### src/rtl/uart_pkg.sv
// Shared types and constants for the UART word reader.
package uart_pkg;

  typedef enum logic {
    COLLECT = 1'b0,
    HOLD    = 1'b1
  } state_e;

  localparam int TO_CNT_W = 32;

endpackage

### src/rtl/uart_byte_lane_mux.sv
// Writes one received byte into its lane of the word being assembled.
// BIG_ENDIAN=1 mirrors the lane order so the first byte lands in the MSB.
module uart_byte_lane_mux #(
  parameter int WORD_BYTES = 4,
  parameter int BIG_ENDIAN = 0,
  parameter int CW         = 3
) (
  input  logic [8*WORD_BYTES-1:0] word_i,
  input  logic [CW-1:0]           lane_i,
  input  logic [7:0]              byte_i,
  input  logic                    wr_i,
  output logic [8*WORD_BYTES-1:0] word_o
);

  for (genvar gi = 0; gi < WORD_BYTES; gi++) begin : g_lane
    localparam int PHYS = (BIG_ENDIAN != 0) ? (WORD_BYTES - 1 - gi) : gi;
    assign word_o[8*PHYS +: 8] = (wr_i && (lane_i == CW'(gi))) ? byte_i
                                                              : word_i[8*PHYS +: 8];
  end

endmodule

### src/rtl/uart_word_reader.sv
// Pops bytes from a UART receive buffer and assembles WORD_BYTES-byte words.
// Define UART_WORD_READER_TIMEOUT_EN to discard partial words after an idle gap.
module uart_word_reader
  import uart_pkg::*;
#(
  parameter int          WORD_BYTES     = 4,
  parameter int          BIG_ENDIAN     = 0,
  parameter logic [31:0] TIMEOUT_CYCLES = 32'd1000000
) (
  input  logic                               clk,
  input  logic                               reset,
  input  logic                               uart_out_ready,
  input  logic [7:0]                         uart_out_data,
  output logic                               uart_out_valid,
  output logic [8*WORD_BYTES-1:0]            word_data,
  output logic                               word_valid,
  input  logic                               word_ready,
  output logic [$clog2(WORD_BYTES+1)-1:0]    byte_count,
  output logic                               timeout
);

  localparam int            CW   = $clog2(WORD_BYTES + 1);
  localparam logic [CW-1:0] LAST = CW'(WORD_BYTES - 1);

  state_e                  state_q, state_d;
  logic [CW-1:0]           count_q, count_d;
  logic [8*WORD_BYTES-1:0] word_q, word_d;
  logic                    pop;
  logic                    expire;

  // Reset suppresses the pop so a byte is never lost while the word is discarded.
  assign pop = (state_q == COLLECT) && uart_out_ready && !reset;

  uart_byte_lane_mux #(
    .WORD_BYTES (WORD_BYTES),
    .BIG_ENDIAN (BIG_ENDIAN),
    .CW         (CW)
  ) u_lane_mux (
    .word_i (word_q),
    .lane_i (count_q),
    .byte_i (uart_out_data),
    .wr_i   (pop),
    .word_o (word_d)
  );

`ifdef UART_WORD_READER_TIMEOUT_EN
  logic [TO_CNT_W-1:0] idle_q, idle_d;

  // A capture in the expiry cycle wins: pop is tested before the limit.
  always_comb begin
    idle_d = idle_q;
    expire = 1'b0;
    if (state_q == COLLECT && count_q != '0) begin
      if (pop) begin
        idle_d = '0;
      end else if (idle_q == TIMEOUT_CYCLES - 32'd1) begin
        idle_d = '0;
        expire = 1'b1;
      end else begin
        idle_d = idle_q + TO_CNT_W'(1);
      end
    end
  end

  always_ff @(posedge clk) begin
    if (reset) begin
      idle_q <= '0;
    end else begin
      idle_q <= idle_d;
    end
  end
`else
  // Partial words persist; the limit is still referenced so both builds share one parameter set.
  assign expire = (TIMEOUT_CYCLES == 32'd0) & 1'b0;
`endif

  always_comb begin
    state_d = state_q;
    count_d = count_q;
    case (state_q)
      COLLECT: begin
        if (pop) begin
          count_d = count_q + CW'(1);
          if (count_q == LAST) begin
            state_d = HOLD;
          end
        end else if (expire) begin
          count_d = '0;
        end
      end
      HOLD: begin
        if (word_ready) begin
          state_d = COLLECT;
          count_d = '0;
        end
      end
      default: begin
        state_d = COLLECT;
        count_d = '0;
      end
    endcase
  end

  always_ff @(posedge clk) begin
    if (reset) begin
      state_q <= COLLECT;
      count_q <= '0;
      word_q  <= '0;
    end else begin
      state_q <= state_d;
      count_q <= count_d;
      word_q  <= word_d;
    end
  end

  assign uart_out_valid = pop;
  assign word_valid     = (state_q == HOLD);
  assign word_data      = word_q;
  assign byte_count     = count_q;
  assign timeout        = expire && !reset;

endmodule

### config.mk
export PLATFORM = sky130hd
export DESIGN_NAME = uart_word_reader
export DESIGN_NICKNAME = d
export VERILOG_FILES = /design/src/rtl/uart_pkg.sv /design/src/rtl/uart_byte_lane_mux.sv /design/src/rtl/uart_word_reader.sv
export SDC_FILE = /design/constraint.sdc
export NUM_CORES = 1
export LEC_CHECK = 0
export BUFFER_PORTS_ARGS = -buffer_cell sky130_fd_sc_hd__buf_4
export CORE_MARGIN = 4
export CORE_UTILIZATION = 40
export CTS_CLUSTER_SIZE = 16
export DETAILED_ROUTE_END_ITERATION = 6
export PLACE_DENSITY = 0.68
export SYNTH_ARGS = -nofsm -noshare
export SYNTH_HDL_FRONTEND = slang
export SYNTH_SLANG_ARGS = --single-unit
### constraint.sdc
create_clock -name clk -period 1.75 [get_ports clk]
set_clock_uncertainty 0.2 [all_clocks]
set_input_delay 0.35 -clock clk [delete_from_list [all_inputs] [get_ports clk]]
set_output_delay 0.35 -clock clk [all_outputs]
set_load 0.01 [all_outputs]
==> metrics.log <==
[metrics] area overhead of the layout relative to synthesis: 35.8%
[metrics] met3 WL post-DR: 239 um
[metrics] synth top area cells: sky130_fd_sc_hd__dfxtp_1 49%, sky130_fd_sc_hd__a31o_1 8.3%, sky130_fd_sc_hd__and3_1 7.6%
[metrics] die span in x: about 69 um
[metrics] final count of hold timing violations: 0
[metrics] CP required: 1.20 ns
[metrics] maximum number of pins on one net before global-route repair: 25
[metrics] IO Count: 50
[metrics] highest achievable clock rate: 0.596 GHz
[metrics] worst stage delay on the critical path: between 0.3 and 0.4 ns
[metrics] dpl hpwl: approximately 2.8 mm
[metrics] number of distinct library cells after synthesis: 29
[metrics] number of cells on the critical path: 3
[metrics] Yosys warning count: 0
[metrics] synthesized netlist cell count: about 150
[metrics] port buffer count: 48
[metrics] Initial DRC Count: 86
[metrics] fin. max-slew vios: 0
[metrics] starting density of the core: 42.9%
[metrics] register-to-register path setup slack: 0.11 ns
[metrics] via count of the first global-routing pass: between 1000 and 1500
[metrics] Commonest cells post-synth: 36 x sky130_fd_sc_hd__dfxtp_1, 19 x sky130_fd_sc_hd__nand2_1, 18 x sky130_fd_sc_hd__and3_1
[metrics] wire length of the first global-routing pass: 5.64 mm
[metrics] depth of the CTS H-tree: 2
[metrics] post-synthesis cell type with the largest combined area: sky130_fd_sc_hd__dfxtp_1
[metrics] buffers and inverters on the worst path: 2
[metrics] maximum clock insertion buffer count: 2
[metrics] Root Buffer Master: sky130_fd_sc_hd__clkbuf_8
[metrics] critical-path cell with the highest stage delay: sky130_fd_sc_hd__dfxtp_2
[metrics] maximum fanout count along the critical path: 9
[metrics] ratio of final minimum period to clock period: 95.9%
[metrics] proportion of register bits with asynchronous set or reset after synthesis: 0%
[metrics] number of antenna violations at the first check in global routing: 0
[metrics] drt first pass iters: 4
[metrics] number of cell rows: 21
[metrics] total clock buffers created by CTS: 5
[metrics] Post-CTS Hold Buffers: 0
[metrics] Mapped Nets: approximately 160
[metrics] highest metal layer with signal wires: met4
[metrics] cell breakdown of the critical path: nor3b_2 -> buf_4 -> buf_4
[metrics] clock tree from TritonCTS: yes
[metrics] utilization after layout: 58.3%
[metrics] detailed-route vias per instance: slightly above 5
[metrics] Std-Cell Core Area: 3440 um^2
[metrics] top-count cell post-synth: sky130_fd_sc_hd__dfxtp_1
[metrics] total wire length after detailed routing: approximately 3.7 mm
[metrics] register area share after synthesis: between 40% and 50%
[metrics] Seq pwr share: between 50% and 60%
[metrics] Clock Pin Slew Worst Setup and Hold Paths: approximately 0.070 ns
[metrics] post-synthesis area per instance: 10.1 um^2
[metrics] category of the most critical setup path: reg -> out
[metrics] area of the die: 4730 um^2
[metrics] DRT antenna net count: 0
[metrics] post-layout min period: 1.68 ns
[metrics] Avg WL per Cell: roughly 15 um
[metrics] amount of wire on met2 after detailed routing: between 1.5 and 2 mm
[metrics] Power Internal: 0.00128 W
[metrics] Max VDD drop: approximately 0.00042 V
[metrics] source-to-sink clock delay at the later pin of the worst-skew pair: 0.28 ns
[metrics] post-CTS setup buffers: 0
[metrics] fraction of power spent switching nets: about a quarter
[metrics] Vert. Die Dim: approximately 70 um
[metrics] main flop type after synthesis: sky130_fd_sc_hd__dfxtp_1
[metrics] area share of the largest cell type after synthesis: 48.8%
[metrics] Comb power frac: between 10% and 20%
[metrics] flop and latch count out of synthesis: 36
[metrics] family of cells with the greatest summed delay on the critical path: flip-flops
[metrics] WL met1: between 1.5 and 2 mm
[metrics] reported leakage power: 0.972 nW
[metrics] routability congestion estimate: around 0.84
[metrics] setup-violating endpoint count in the final report: 0
[metrics] cell area after synthesis: 1480 um^2
[metrics] sum of overflow across all layers after global routing: 0
[metrics] arrival time reported for the critical path endpoint: 1.13 ns
[metrics] startpoint types: flop
[metrics] type of element capturing the critical path: primary output
[metrics] final routed DRC violation total: 0
[metrics] number of synthesized flops with an enable pin: 0
[metrics] run status: complete, no violations
[metrics] fraction of final layout cells sized beyond drive strength 1: around two fifths
[metrics] worst hold-check slack: between 0.1 and 0.15 ns
[metrics] fraction of power consumed by the clock network: 35.4%
[metrics] NetSw: between 0.0004 and 0.0005 W
[metrics] Antenna diodes: 0
[metrics] kind of path behind the tightest hold check: in -> reg
[metrics] power per cell area: ~850 nW/um^2
[metrics] Layout Nets: ~220
[metrics] routed vias: approximately 1300
[metrics] TritonCTS Sinks: 36
[metrics] library cell appearing most often on the critical path: sky130_fd_sc_hd__buf_4
[metrics] global routing usage summed across all routing layers: between 10% and 20%
[metrics] RSZ-0062 raised after global routing: false
[metrics] hold path depth: 3
[metrics] number of cell instances on the worst register-to-register path: 4
[metrics] Max Cap Violations: 0
through the flow:
step,total power [W],cells,setup slack [ns],instance area (um^2),setup TNS (ns)
finish,0.00170,247,0.0711,2010,0
global route,0.00177,247,0.0109,2010,0
CTS,0.00171,247,0.00230,2010,0
detailed placement,0.00112,239,-0.00577,1910,-0.0112
global placement,0.00111,239,0.129,1910,0
floorplan,0.00100,147,0.105,1480,0
tightest hold or removal path: cells and delay by family:
| family | cells | cell delay (ns) |
|---|---|---|
| AOI/OAI and AO/OA | 1 | 0.05 |
| buffers and inverters | 1 | 0.11 |
| and+or+nand+nor | 1 | 0.05 |
routing by layer:
layer,global-route usage (%),vias up
met1,20.3,588
met2,25.9,38
met5,0,-
met3,4.70,6
met4,7.30,0
li1,-,629
cell families after synthesis:
kind of cell               synth area share [%]
buffers and inverters                      4.15
AOI/OAI and AO/OA                          18.0
muxes                                      2.03
DFF                                        48.8
adders and majority gates                  4.23
other                                     0.254
and+or+nand+nor                            22.5
registers in the layout, summed over array words and instances (netlist names):
| name | flops |
|---|---|
| byte_count | 3 |
| word_data | 32 |
| word_valid | 1 |
cells in the final DEF (no fill, tap or decap):
cell type and n:
sky130_fd_sc_hd__buf_4 53, sky130_fd_sc_hd__dfxtp_1 35, sky130_fd_sc_hd__nand2_1 19, sky130_fd_sc_hd__and3_1 18, sky130_fd_sc_hd__a31o_1 14, sky130_fd_sc_hd__a21oi_1 9, sky130_fd_sc_hd__a31o_2 7, sky130_fd_sc_hd__clkbuf_8 6
sky130_fd_sc_hd__inv_1 5, sky130_fd_sc_hd__ha_1 5, sky130_fd_sc_hd__mux2i_1 3, sky130_fd_sc_hd__nor2_1 3, sky130_fd_sc_hd__and3_2 3, sky130_fd_sc_hd__nand2_4 2, sky130_fd_sc_hd__nand2b_1 2, sky130_fd_sc_hd__a2bb2oi_1 2
sky130_fd_sc_hd__clkinv_2 2, sky130_fd_sc_hd__nor3b_2 1, sky130_fd_sc_hd__nor4b_4 1, sky130_fd_sc_hd__a211oi_1 1, sky130_fd_sc_hd__nor2b_2 1, sky130_fd_sc_hd__nand2_2 1, sky130_fd_sc_hd__o211ai_1 1, sky130_fd_sc_hd__o21ai_0 1
sky130_fd_sc_hd__or2b_1 1, sky130_fd_sc_hd__nand4bb_1 1, sky130_fd_sc_hd__and4bb_2 1, sky130_fd_sc_hd__conb_1 1, sky130_fd_sc_hd__buf_12 1, sky130_fd_sc_hd__dfxtp_2 1
layout make-up:
type                            instances  area [um^2]
Timing Repair Buffer                   54          418
Tap cell                               46         57.6
Multi-Input combinational cell         98          698
Clock buffer                            6         82.6
Fill cell                             322         1440
Clock inverter                          2         10.0
Sequential cell                        36          722
Inverter                                5         18.8
power groups by stage:
stage / sequential, W / combinational (W) / clock (W)
after floorplan: 0.000902 / 0.000101 / 0
after global placement: 0.000887 / 0.000221 / 0
after detailed placement: 0.000890 / 0.000226 / 0
after CTS: 0.000871 / 0.000227 / 0.000615
after global routing: 0.000873 / 0.000245 / 0.000651
final: 0.000871 / 0.000227 / 0.000601
worst paths after layout:
| path | from | endpoint |
|---|---|---|
| worst min-delay path | uart_out_data[2] | word_data[26] |
| worst min register to register | word_data[26] | word_data[26] |
| worst max-delay path | word_valid | uart_out_valid |
| worst max register to register | byte_count[1] | word_data[19] |
what timing repair did:
item                                    CTS  global route
endpoints found under the setup margin    7             1
hold endpoints to repair                  0             0
gates resized for setup                   1             1
cloned                                    0             0
No activity file was read; power rests on OpenSTA's default activity.
